## src/rtl/spsram_swap_pkg.sv

```systemverilog
// Shared types for the single-port SRAM swap controller: FSM states and bank ids.
package spsram_swap_pkg;

  typedef enum logic [1:0] {
    IDLE = 2'd0,
    RD   = 2'd1,
    WR   = 2'd2,
    DONE = 2'd3
  } state_t;

  localparam logic BANK_A = 1'b0;
  localparam logic BANK_B = 1'b1;

endpackage

```

## src/rtl/spsram.sv

```systemverilog
// Single-port synchronous SRAM: write when cs&we, registered read data one cycle after cs&~we.
module spsram #(
  parameter int DEPTH     = 8,
  parameter int WIDTH     = 32,
  parameter int DEPTH_LOG = $clog2(DEPTH)
) (
  input  logic                 clk,
  input  logic                 cs,
  input  logic                 we,
  input  logic [DEPTH_LOG-1:0] ad,
  input  logic [WIDTH-1:0]     wd,
  output logic [WIDTH-1:0]     rd
);

  logic [WIDTH-1:0] mem [DEPTH];

  always_ff @(posedge clk) begin
    if (cs) begin
      if (we) mem[ad] <= wd;
      else    rd      <= mem[ad];
    end
  end

endmodule

```

## src/rtl/spsram_swap_top.sv

```systemverilog
// Integration wrapper: swap controller plus its two spsram banks (SWAP_RANGE_EN adds sw_lo/sw_hi).
module spsram_swap_top #(
  parameter int DEPTH     = 8,
  parameter int WIDTH     = 32,
  parameter int DEPTH_LOG = $clog2(DEPTH)
) (
  input  logic                 clk,
  input  logic                 rst,
  input  logic                 start,
  output logic                 busy,
  output logic                 done,
`ifdef SWAP_RANGE_EN
  input  logic [DEPTH_LOG-1:0] sw_lo,
  input  logic [DEPTH_LOG-1:0] sw_hi,
`endif
  input  logic                 h_req,
  input  logic                 h_sel,
  input  logic                 h_we,
  input  logic [DEPTH_LOG-1:0] h_ad,
  input  logic [WIDTH-1:0]     h_wd,
  output logic                 h_gnt,
  output logic [WIDTH-1:0]     h_rd,
  output logic                 h_rvalid
);

  logic                 cs_a, we_a, cs_b, we_b;
  logic [DEPTH_LOG-1:0] ad_a, ad_b;
  logic [WIDTH-1:0]     wd_a, wd_b, rd_a, rd_b;

  spsram_swap_ctrl #(.DEPTH(DEPTH), .WIDTH(WIDTH), .DEPTH_LOG(DEPTH_LOG)) u_ctrl (
    .clk(clk), .rst(rst), .start(start), .busy(busy), .done(done),
`ifdef SWAP_RANGE_EN
    .sw_lo(sw_lo), .sw_hi(sw_hi),
`endif
    .h_req(h_req), .h_sel(h_sel), .h_we(h_we), .h_ad(h_ad), .h_wd(h_wd),
    .h_gnt(h_gnt), .h_rd(h_rd), .h_rvalid(h_rvalid),
    .cs_a(cs_a), .we_a(we_a), .ad_a(ad_a), .wd_a(wd_a), .rd_a(rd_a),
    .cs_b(cs_b), .we_b(we_b), .ad_b(ad_b), .wd_b(wd_b), .rd_b(rd_b)
  );

  spsram #(.DEPTH(DEPTH), .WIDTH(WIDTH), .DEPTH_LOG(DEPTH_LOG)) u_bank_a (
    .clk(clk), .cs(cs_a), .we(we_a), .ad(ad_a), .wd(wd_a), .rd(rd_a)
  );

  spsram #(.DEPTH(DEPTH), .WIDTH(WIDTH), .DEPTH_LOG(DEPTH_LOG)) u_bank_b (
    .clk(clk), .cs(cs_b), .we(we_b), .ad(ad_b), .wd(wd_b), .rd(rd_b)
  );

endmodule

```

## src/rtl/spsram_swap_ctrl.sv

```systemverilog
// Swap sequencer and host arbiter for two single-port SRAM banks.
// Optional macro SWAP_RANGE_EN adds sw_lo/sw_hi to restrict the swapped address range.
module spsram_swap_ctrl
  import spsram_swap_pkg::*;
#(
  parameter int DEPTH     = 8,
  parameter int WIDTH     = 32,
  parameter int DEPTH_LOG = $clog2(DEPTH)
) (
  input  logic                 clk,
  input  logic                 rst,
  input  logic                 start,
  output logic                 busy,
  output logic                 done,
`ifdef SWAP_RANGE_EN
  input  logic [DEPTH_LOG-1:0] sw_lo,
  input  logic [DEPTH_LOG-1:0] sw_hi,
`endif
  input  logic                 h_req,
  input  logic                 h_sel,
  input  logic                 h_we,
  input  logic [DEPTH_LOG-1:0] h_ad,
  input  logic [WIDTH-1:0]     h_wd,
  output logic                 h_gnt,
  output logic [WIDTH-1:0]     h_rd,
  output logic                 h_rvalid,
  output logic                 cs_a,
  output logic                 we_a,
  output logic [DEPTH_LOG-1:0] ad_a,
  output logic [WIDTH-1:0]     wd_a,
  input  logic [WIDTH-1:0]     rd_a,
  output logic                 cs_b,
  output logic                 we_b,
  output logic [DEPTH_LOG-1:0] ad_b,
  output logic [WIDTH-1:0]     wd_b,
  input  logic [WIDTH-1:0]     rd_b
);

  localparam logic [DEPTH_LOG-1:0] LAST = DEPTH_LOG'(DEPTH - 1);

  state_t               state;
  logic [DEPTH_LOG-1:0] addr;
  logic                 sel_q;
  logic                 host_go;
  logic [DEPTH_LOG-1:0] start_lo;
  logic [DEPTH_LOG-1:0] hi_lim;
  logic                 range_empty;

`ifdef SWAP_RANGE_EN
  logic [DEPTH_LOG-1:0] hi_q;
  assign start_lo    = sw_lo;
  assign hi_lim      = hi_q;
  assign range_empty = (sw_lo > sw_hi);
`else
  assign start_lo    = '0;
  assign hi_lim      = LAST;
  assign range_empty = 1'b0;
`endif

  // Host is served only in IDLE, never during reset, and loses to a same-cycle start.
  assign host_go = (state == IDLE) && h_req && !start && !rst;
  assign h_gnt   = host_go;
  assign h_rd    = (sel_q == BANK_B) ? rd_b : rd_a;

  always_ff @(posedge clk) begin
    if (rst) begin
      state    <= IDLE;
      addr     <= '0;
      busy     <= 1'b0;
      done     <= 1'b0;
      h_rvalid <= 1'b0;
      sel_q    <= BANK_A;
`ifdef SWAP_RANGE_EN
      hi_q     <= LAST;
`endif
    end else begin
      h_rvalid <= host_go && !h_we;
      if (host_go) sel_q <= h_sel;
      done <= 1'b0;
      case (state)
        IDLE: begin
          if (start) begin
            busy <= 1'b1;
`ifdef SWAP_RANGE_EN
            hi_q <= sw_hi;
`endif
            if (range_empty) begin
              state <= DONE;
              done  <= 1'b1;
            end else begin
              state <= RD;
              addr  <= start_lo;
            end
          end
        end
        RD: state <= WR;
        WR: begin
          if (addr == hi_lim) begin
            state <= DONE;
            done  <= 1'b1;
          end else begin
            addr  <= addr + 1'b1;
            state <= RD;
          end
        end
        DONE: begin
          state <= IDLE;
          busy  <= 1'b0;
        end
        default: begin
          state <= IDLE;
          busy  <= 1'b0;
        end
      endcase
    end
  end

  always_comb begin
    cs_a = 1'b0;
    we_a = 1'b0;
    ad_a = '0;
    wd_a = '0;
    cs_b = 1'b0;
    we_b = 1'b0;
    ad_b = '0;
    wd_b = '0;
    case (state)
      IDLE: begin
        if (host_go) begin
          if (h_sel == BANK_B) begin
            cs_b = 1'b1;
            we_b = h_we;
            ad_b = h_ad;
            wd_b = h_wd;
          end else begin
            cs_a = 1'b1;
            we_a = h_we;
            ad_a = h_ad;
            wd_a = h_wd;
          end
        end
      end
      RD: begin
        cs_a = 1'b1;
        cs_b = 1'b1;
        ad_a = addr;
        ad_b = addr;
      end
      // Read data from the previous RD cycle is cross-written in this cycle.
      WR: begin
        cs_a = 1'b1;
        cs_b = 1'b1;
        we_a = 1'b1;
        we_b = 1'b1;
        ad_a = addr;
        ad_b = addr;
        wd_a = rd_b;
        wd_b = rd_a;
      end
      default: ;
    endcase
  end

endmodule

```

## config.mk

```make
export PLATFORM = sky130hd
export DESIGN_NAME = spsram_swap_top
export DESIGN_NICKNAME = d
export VERILOG_FILES = /design/src/rtl/spsram_swap_pkg.sv /design/src/rtl/spsram.sv /design/src/rtl/spsram_swap_top.sv /design/src/rtl/spsram_swap_ctrl.sv
export SDC_FILE = /design/constraint.sdc
export NUM_CORES = 1
export LEC_CHECK = 0
export CAP_MARGIN = 10
export CELL_PAD_IN_SITES_DETAIL_PLACEMENT = 1
export CELL_PAD_IN_SITES_GLOBAL_PLACEMENT = 1
export CORE_MARGIN = 5
export CORE_UTILIZATION = 51
export CTS_CLUSTER_DIAMETER = 50
export DETAILED_ROUTE_END_ITERATION = 6
export PLACE_DENSITY_LB_ADDON = 0.1
export SLEW_MARGIN = 5
export SYNTH_ARGS = -nofsm -noshare
export SYNTH_HDL_FRONTEND = slang
export SYNTH_SLANG_ARGS = --single-unit
```

## constraint.sdc

```tcl
create_clock -name clk -period 7.4 [get_ports clk]
set_clock_uncertainty 0.15 [all_clocks]
set_input_delay 2.22 -clock clk [delete_from_list [all_inputs] [get_ports clk]]
set_output_delay 2.22 -clock clk [all_outputs]
set_load 0.01 [all_outputs]
```

Yosys cells after proc, flatten, opt, wreduce, memory -nomap -nowiden
Memory sizes are Yosys's and may differ from the RTL's. A register that Yosys moved wholly into a read port is not among the register bits.
Index checks and enable logic that the tools add are counted.
{ "op_classes": {"muxes": 40, "reduce_logical": 16, "addsub": 1, "bitwise": 3, "eq_ne": 6} }
{ "op_table": {"columns": ["operator", "count"], "rows": [
  ["2-to-1 mux 32 bit", 5],
  ["one-hot mux 32 bit (2 select lines)", 2],
  ["2-to-1 mux 3 bit", 6],
  ["one-hot mux 3 bit (2 select lines)", 3],
  ["2-to-1 mux 1 bit", 16],
  ["one-hot mux 1 bit (2 select lines)", 5],
  ["one-hot mux 2 bit (4 select lines)", 1],
  ["AND reduction 2 bit", 3],
  ["equality test 2 bit (second input constant)", 2],
  ["logical AND 1 bit", 4],
  ["2-to-1 mux 2 bit", 2],
  ["!= test 2 bit (second input constant)", 2],
  ["nonzero test 2 bit", 2],
  ["OR reduction 2 bit", 2],
  ["adder 3 x 1 -> 3 bit (second input constant)", 1],
  ["equality test 3 bit (second input constant)", 1],
  ["logical NOT 1 bit", 3],
  ["NOT 1 bit", 3],
  ["AND reduction 3 bit", 1],
  ["equality test 2 x 1 -> 1 bit (second input constant)", 1],
  ["logical NOT 2 bit", 1]
]} }
{ "totals": {"inputBits": 41, "ramBits": 512, "out_inout_bits": 36, "ff_bits": 9, "mem_count": 2, "word_cells": 74} }
{ "mem_list": {"columns": ["memory", "depth", "word_bits", "read_ports", "rd_ports_with_merged_regs", "write_ports", "line", "rtl"], "rows": [
  ["u_bank_a.mem", 8, 32, 1, 1, 1, "spsram.sv:15", "logic [WIDTH-1:0] mem [DEPTH];"],
  ["u_bank_b.mem", 8, 32, 1, 1, 1, "spsram.sv:15", null]
]} }

Logic depth before layout (Yosys ltp)
{ "logic_depth": {"ltp_word": 9, "depth_mapped": 10} }

Hierarchy
A second synthesis with hierarchy kept.
{ "unflattened": {"cells_unflattened": 1042, "hier_area_um2": 23533.8} }
{ "modules_own_cells": {"columns": ["mod", "area_each_um2", "instances", "cells_per_inst"], "rows": [
  ["spsram", 10869.2, 2, 425],
  ["spsram_swap_ctrl", 1795.5, 1, 192]
]} }

Least setup slack after synthesis
No wires, ideal clock.
{ "synth_path": {"kind": "input to register", "startpoint": "input h_req", "endpoint": "memory u_bank_b.mem[3][0], enable pin", "setup_slack_ns": 1.339, "arrival_ns": 5.450, "cell_stages": 6, "t_required_ns": 6.789, "cell_sequence": "nor3b_2 > buf_4 > a31oi_1 > clkbuf_1 > nand2_1 > nor3_1"} }
{ "synth_via": {"elab_chain_cells": 8, "word_cells_on_any_way": 12, "classes_between": "mux (9); reduce/logical (3)"} }
{ "synth_rtl": {"columns": ["item", "line", "rtl"], "rows": [
  ["start: declaration", "spsram_swap_top.sv:16", "input logic h_req,"],
  ["logical AND 1 bit (*) (3 in series)", "spsram_swap_ctrl.sv:61", "assign host_go = (state == IDLE) && h_req && !start && !rst;"],
  ["2-to-1 mux 1 bit", "spsram_swap_ctrl.sv:129", "if (host_go) begin"],
  ["one-hot mux 1 bit (2 select lines)", "spsram_swap_ctrl.sv:127", "case (state)"],
  ["2-to-1 mux 1 bit", "spsram.sv:19", "if (we) mem[ad] <= wd;"],
  ["2-to-1 mux 1 bit", "spsram.sv:18", "if (cs) begin"],
  ["2-to-1 mux 1 bit (implied by the code)", "spsram.sv:19", null],
  ["end: declaration", "spsram.sv:15", null]
]} }
Every way passes the cells marked *; elsewhere a longest branch is shown, timed or not.

Worst setup path in the final report
{ "layout_path": {"startpoint": "input start", "endpoint": "output h_gnt"} }
{ "layout_via": {"elab_chain_cells": 3} }
{ "layout_rtl": {"columns": ["item", "line", "rtl"], "rows": [
  ["start: declaration", "spsram_swap_top.sv:9", "input logic start,"],
  ["logical NOT 1 bit", "spsram_swap_ctrl.sv:61", null],
  ["logical AND 1 bit (2 in series)", "spsram_swap_ctrl.sv:61", null],
  ["end: declaration", "spsram_swap_top.sv:21", "output logic h_gnt,"]
]} }
Every way passes these cells.

==> flow_summary_export.csv <==
group,metric,value,unit
layout,fillers,5621,
critical_path,worstPathRequired,5030,ps
synthesis,synth_edf_count,576,
global_route,grt_max_degree,165,
layout,seqCellArea,0.0175,sq mm
sta,layout_min_cycle_time,6410,ps
sta,setup_viol_count_final,0,
layout,drive_above_1_share,0.0981,
global_route,antenna_found_initial,0,
route,dr.pass1.iters,7,
power,peakVddDrop,210,uV
route,viasPerCell,6.85,
hold_path,min_path_cells,2,
sta,finalCritPeriodShare,0.866,
clock_tree,cts_hold_buf,0,
hold_path,holdCritPathClass,"flip-flop to flip-flop",
route,routed_wl,98.9,mm
global_route,globalRoute.totalOverflow,0,
critical_path,critPathLaunchType,"input pin",
floorplanning,die-area,0.0612,sq mm
global_route,grt_pass1_vias,23100,
run_status,status,"finished, final reports clean",
layout,area_delta_synth_final,12.6,%
critical_path,path_class,"input pin to primary output",
placed_design,place.gp.congestion,0.812,
floorplanning,die_h,247,microns
floorplanning,io-pin-count,77,
synthesis,synth.largest_area_cell,"edfxtp_1",
global_route,track_usage,0.319,
placed_design,io_buffers,76,
clock_tree,cts_setup_buffers,0,
synthesis,synth_fp_nets,2504,
sta,relSlewSlack,0.162,
clock_tree,cts_tree,"built",
sta,whs,338,ps
sta,finalHoldViolCount,0,
route,ant_nets,0,
hold_path,min_from,"u_ctrl.busy",
placed_design,dp_cells,3101,
sta,worst_pin_slew,1250,ps
critical_path,end_kind,"primary output",
synthesis,yosys-top-cells-area,"edfxtp_1, a211oi_1, nand2b_1, nor3_1, inv_1",
floorplanning,rows,87,
synthesis,yosysWarnings,0,
sta,max_freq,0.156,GHz
synthesis,synthCells,2458,
clock_tree,cts_buffers,70,
floorplanning,start_util,0.512,
layout,multi_input_area,0.00938,sq mm
synthesis,synth-seq-cells,585,
layout,instances_no_fill,3224,
clock_tree,clk_latency,600,ps
critical_path,reg2reg_to,"u_bank_a.rd[1]",
synthesis,ys_seq_area_frac,0.609,
critical_path,path_max_fanout,8,
clock_tree,clock_path_buffers,3,
critical_path,rr_startpoint,"u_ctrl.state[1]",
critical_path,rr_worst_depth,9,
sta,rsz0062_at_grt,"false",
synthesis,ys_async_sr_fraction,0,
layout,diodes,0,
power,p_per_area,256,mW/mm^2
floorplanning,fp.dieW,247,microns
critical_path,critPathArrivalTime,4040,ps
clock_tree,clock-root-buffer,"clkbuf_16",
clock_tree,cts_sinks,585,
synthesis,yosys.cell_types.count,49,
clock_tree,htree_levels,3,
layout,fin_nets,2463,
synthesis,ys.flop_type,"edfxtp_1",
synthesis,synth.most_common_cell,"edfxtp_1",
clock_tree,clk_pin_slew,60,ps
job,drv_cap,0,
critical_path,path_cells,"clkdlybuf4s50_1 -> nand2b_1 -> nor3b_1 -> clkdlybuf4s50_1",
critical_path,cpPeakStageDelay,610,ps
floorplanning,core,0.0561,sq mm
placed_design,hpwlAfterDp,53.2,mm
route,vias,22100,
hold_path,hold_end,"u_ctrl.busy",
critical_path,cpMostUsedCell,"clkdlybuf4s50_1",
synthesis,yosys.area.top_type_share,0.602,
sta,tns,0,ps
critical_path,r2r_slack,2840,ps
route,dr.first_iter.drc_count,2051,
route,wire_per_inst,30.7,microns
route,drc,0,
synthesis,synth_commonest_cells,"edfxtp_1, inv_1, a211oi_1",
global_route,grt_pass1_wl,147,mm
synthesis,avgSynthCellArea,11.7,sq um
sta,slew_violations,0,
synthesis,syn_area,0.0287,sq mm
critical_path,slowest_stage,"clkdlybuf4s50_1",
clock_tree,cts.repair.resized,0,
power,power.leakage,0.0110,uW
==> layer usage <==
metal | GRT usage | wire, microns
met2 | 0.525 | 47900
met4 | 0.123 | 3920
met3 | 0.0557 | 7400
met5 | 0 | 0
met1 | 0.425 | 39700
==> report_power, final <==
group / internal, uW / switching [uW]
sequential: 3810 / 93.2
clock: 2010 / 1380
combinational: 282 / 713
==> worst max-delay path, delay by kind of cell <==
kind	cells	cell delay [ps]
buffers and inverters	2	1200
and+or+nand+nor	2	620
==> sequential cells by signal, indices dropped and copies added, names as in the netlist <==
| register | count |
|---|---|
| u_bank_a.mem | 256 |
| u_bank_b.rd | 32 |
| u_ctrl.done | 1 |
| u_ctrl.busy | 1 |
| u_bank_b.mem | 256 |
| u_ctrl.state | 2 |
| u_ctrl.sel_q | 1 |
| u_ctrl.h_rvalid | 1 |
| u_bank_a.rd | 32 |
| u_ctrl.addr | 3 |
==> worst max path at each step <==
| stage | endpoint | slack, ps | cells past startpoint | startpoint |
|---|---|---|---|---|
| floorplan | u_bank_b.mem[3][0] | 1340 | 6 | h_req |
| global placement | h_gnt | 1020 | 4 | start |
| detailed placement | h_gnt | 1040 | 4 | start |
| CTS | h_gnt | 1000 | 4 | start |
| global route | h_gnt | 840 | 4 | start |
| finish | h_gnt | 990 | 4 | start |
==> cell usage in the layout (no fill, tap or decap), types with 3 or more instances in the layout <==
cell type / netlist / final
a21o_1: 4 / 4
bufinv_16: 0 / 7
clkinv_4: 0 / 3
a22o_1: 64 / 64
ha_1: 5 / 3
o311ai_1: 90 / 90
o21ai_0: 4 / 4
o2111ai_1: 64 / 64
o311ai_0: 38 / 38
dfxtp_1: 9 / 8
nor2_4: 0 / 10
and2_1: 3 / 3
a31oi_1: 70 / 66
clkinv_2: 0 / 10
buf_4: 15 / 57
a211oi_1: 257 / 257
edfxtp_1: 576 / 576
o32ai_1: 64 / 64
clkbuf_1: 154 / 17
a31oi_4: 0 / 6
clkbuf_16: 0 / 71
a32o_2: 2 / 3
inv_1: 262 / 262
clkinvlp_4: 0 / 5
nand2_1: 15 / 14
clkinv_1: 0 / 7
clkdlybuf4s50_1: 0 / 76
nand2b_1: 194 / 193
mux2_2: 32 / 32
nor2_1: 210 / 200
a21oi_1: 7 / 5
buf_12: 0 / 7
nor3_1: 202 / 194
nor3_2: 0 / 8
==> through the flow <==
stage	cell area (sq um)	utilization	total power (uW)	setup slack, ps
after floorplan	28700	-	4450	1340
after global placement	30100	0.537	4910	1020
after detailed placement	30100	0.537	4940	1040
after CTS	32300	0.577	8300	1000
after global routing	32300	0.577	8520	843
final	32300	0.577	8280	995
==> final cells by class <==
cell class | instances | area share
repair buffers | 140 | 0.0411
flip-flops and latches | 585 | 0.540
well taps | 756 | 0.0293
clock inverters | 35 | 0.0117
inverters | 263 | 0.0305
clock buffers | 88 | 0.0569
multi-input cells | 1357 | 0.290
==> cell families (layout without fill, tap and decap cells) <==
logic type,count (synthesis),count (layout),synth area share
compound gates,675,675,0.187
fa+ha+maj,5,5,0.00218
buf+inv,516,526,0.0760
flops,585,585,0.609
mux,32,32,0.0125
simple gates,645,645,0.113
No activity file was read; power rests on OpenSTA's default activity.
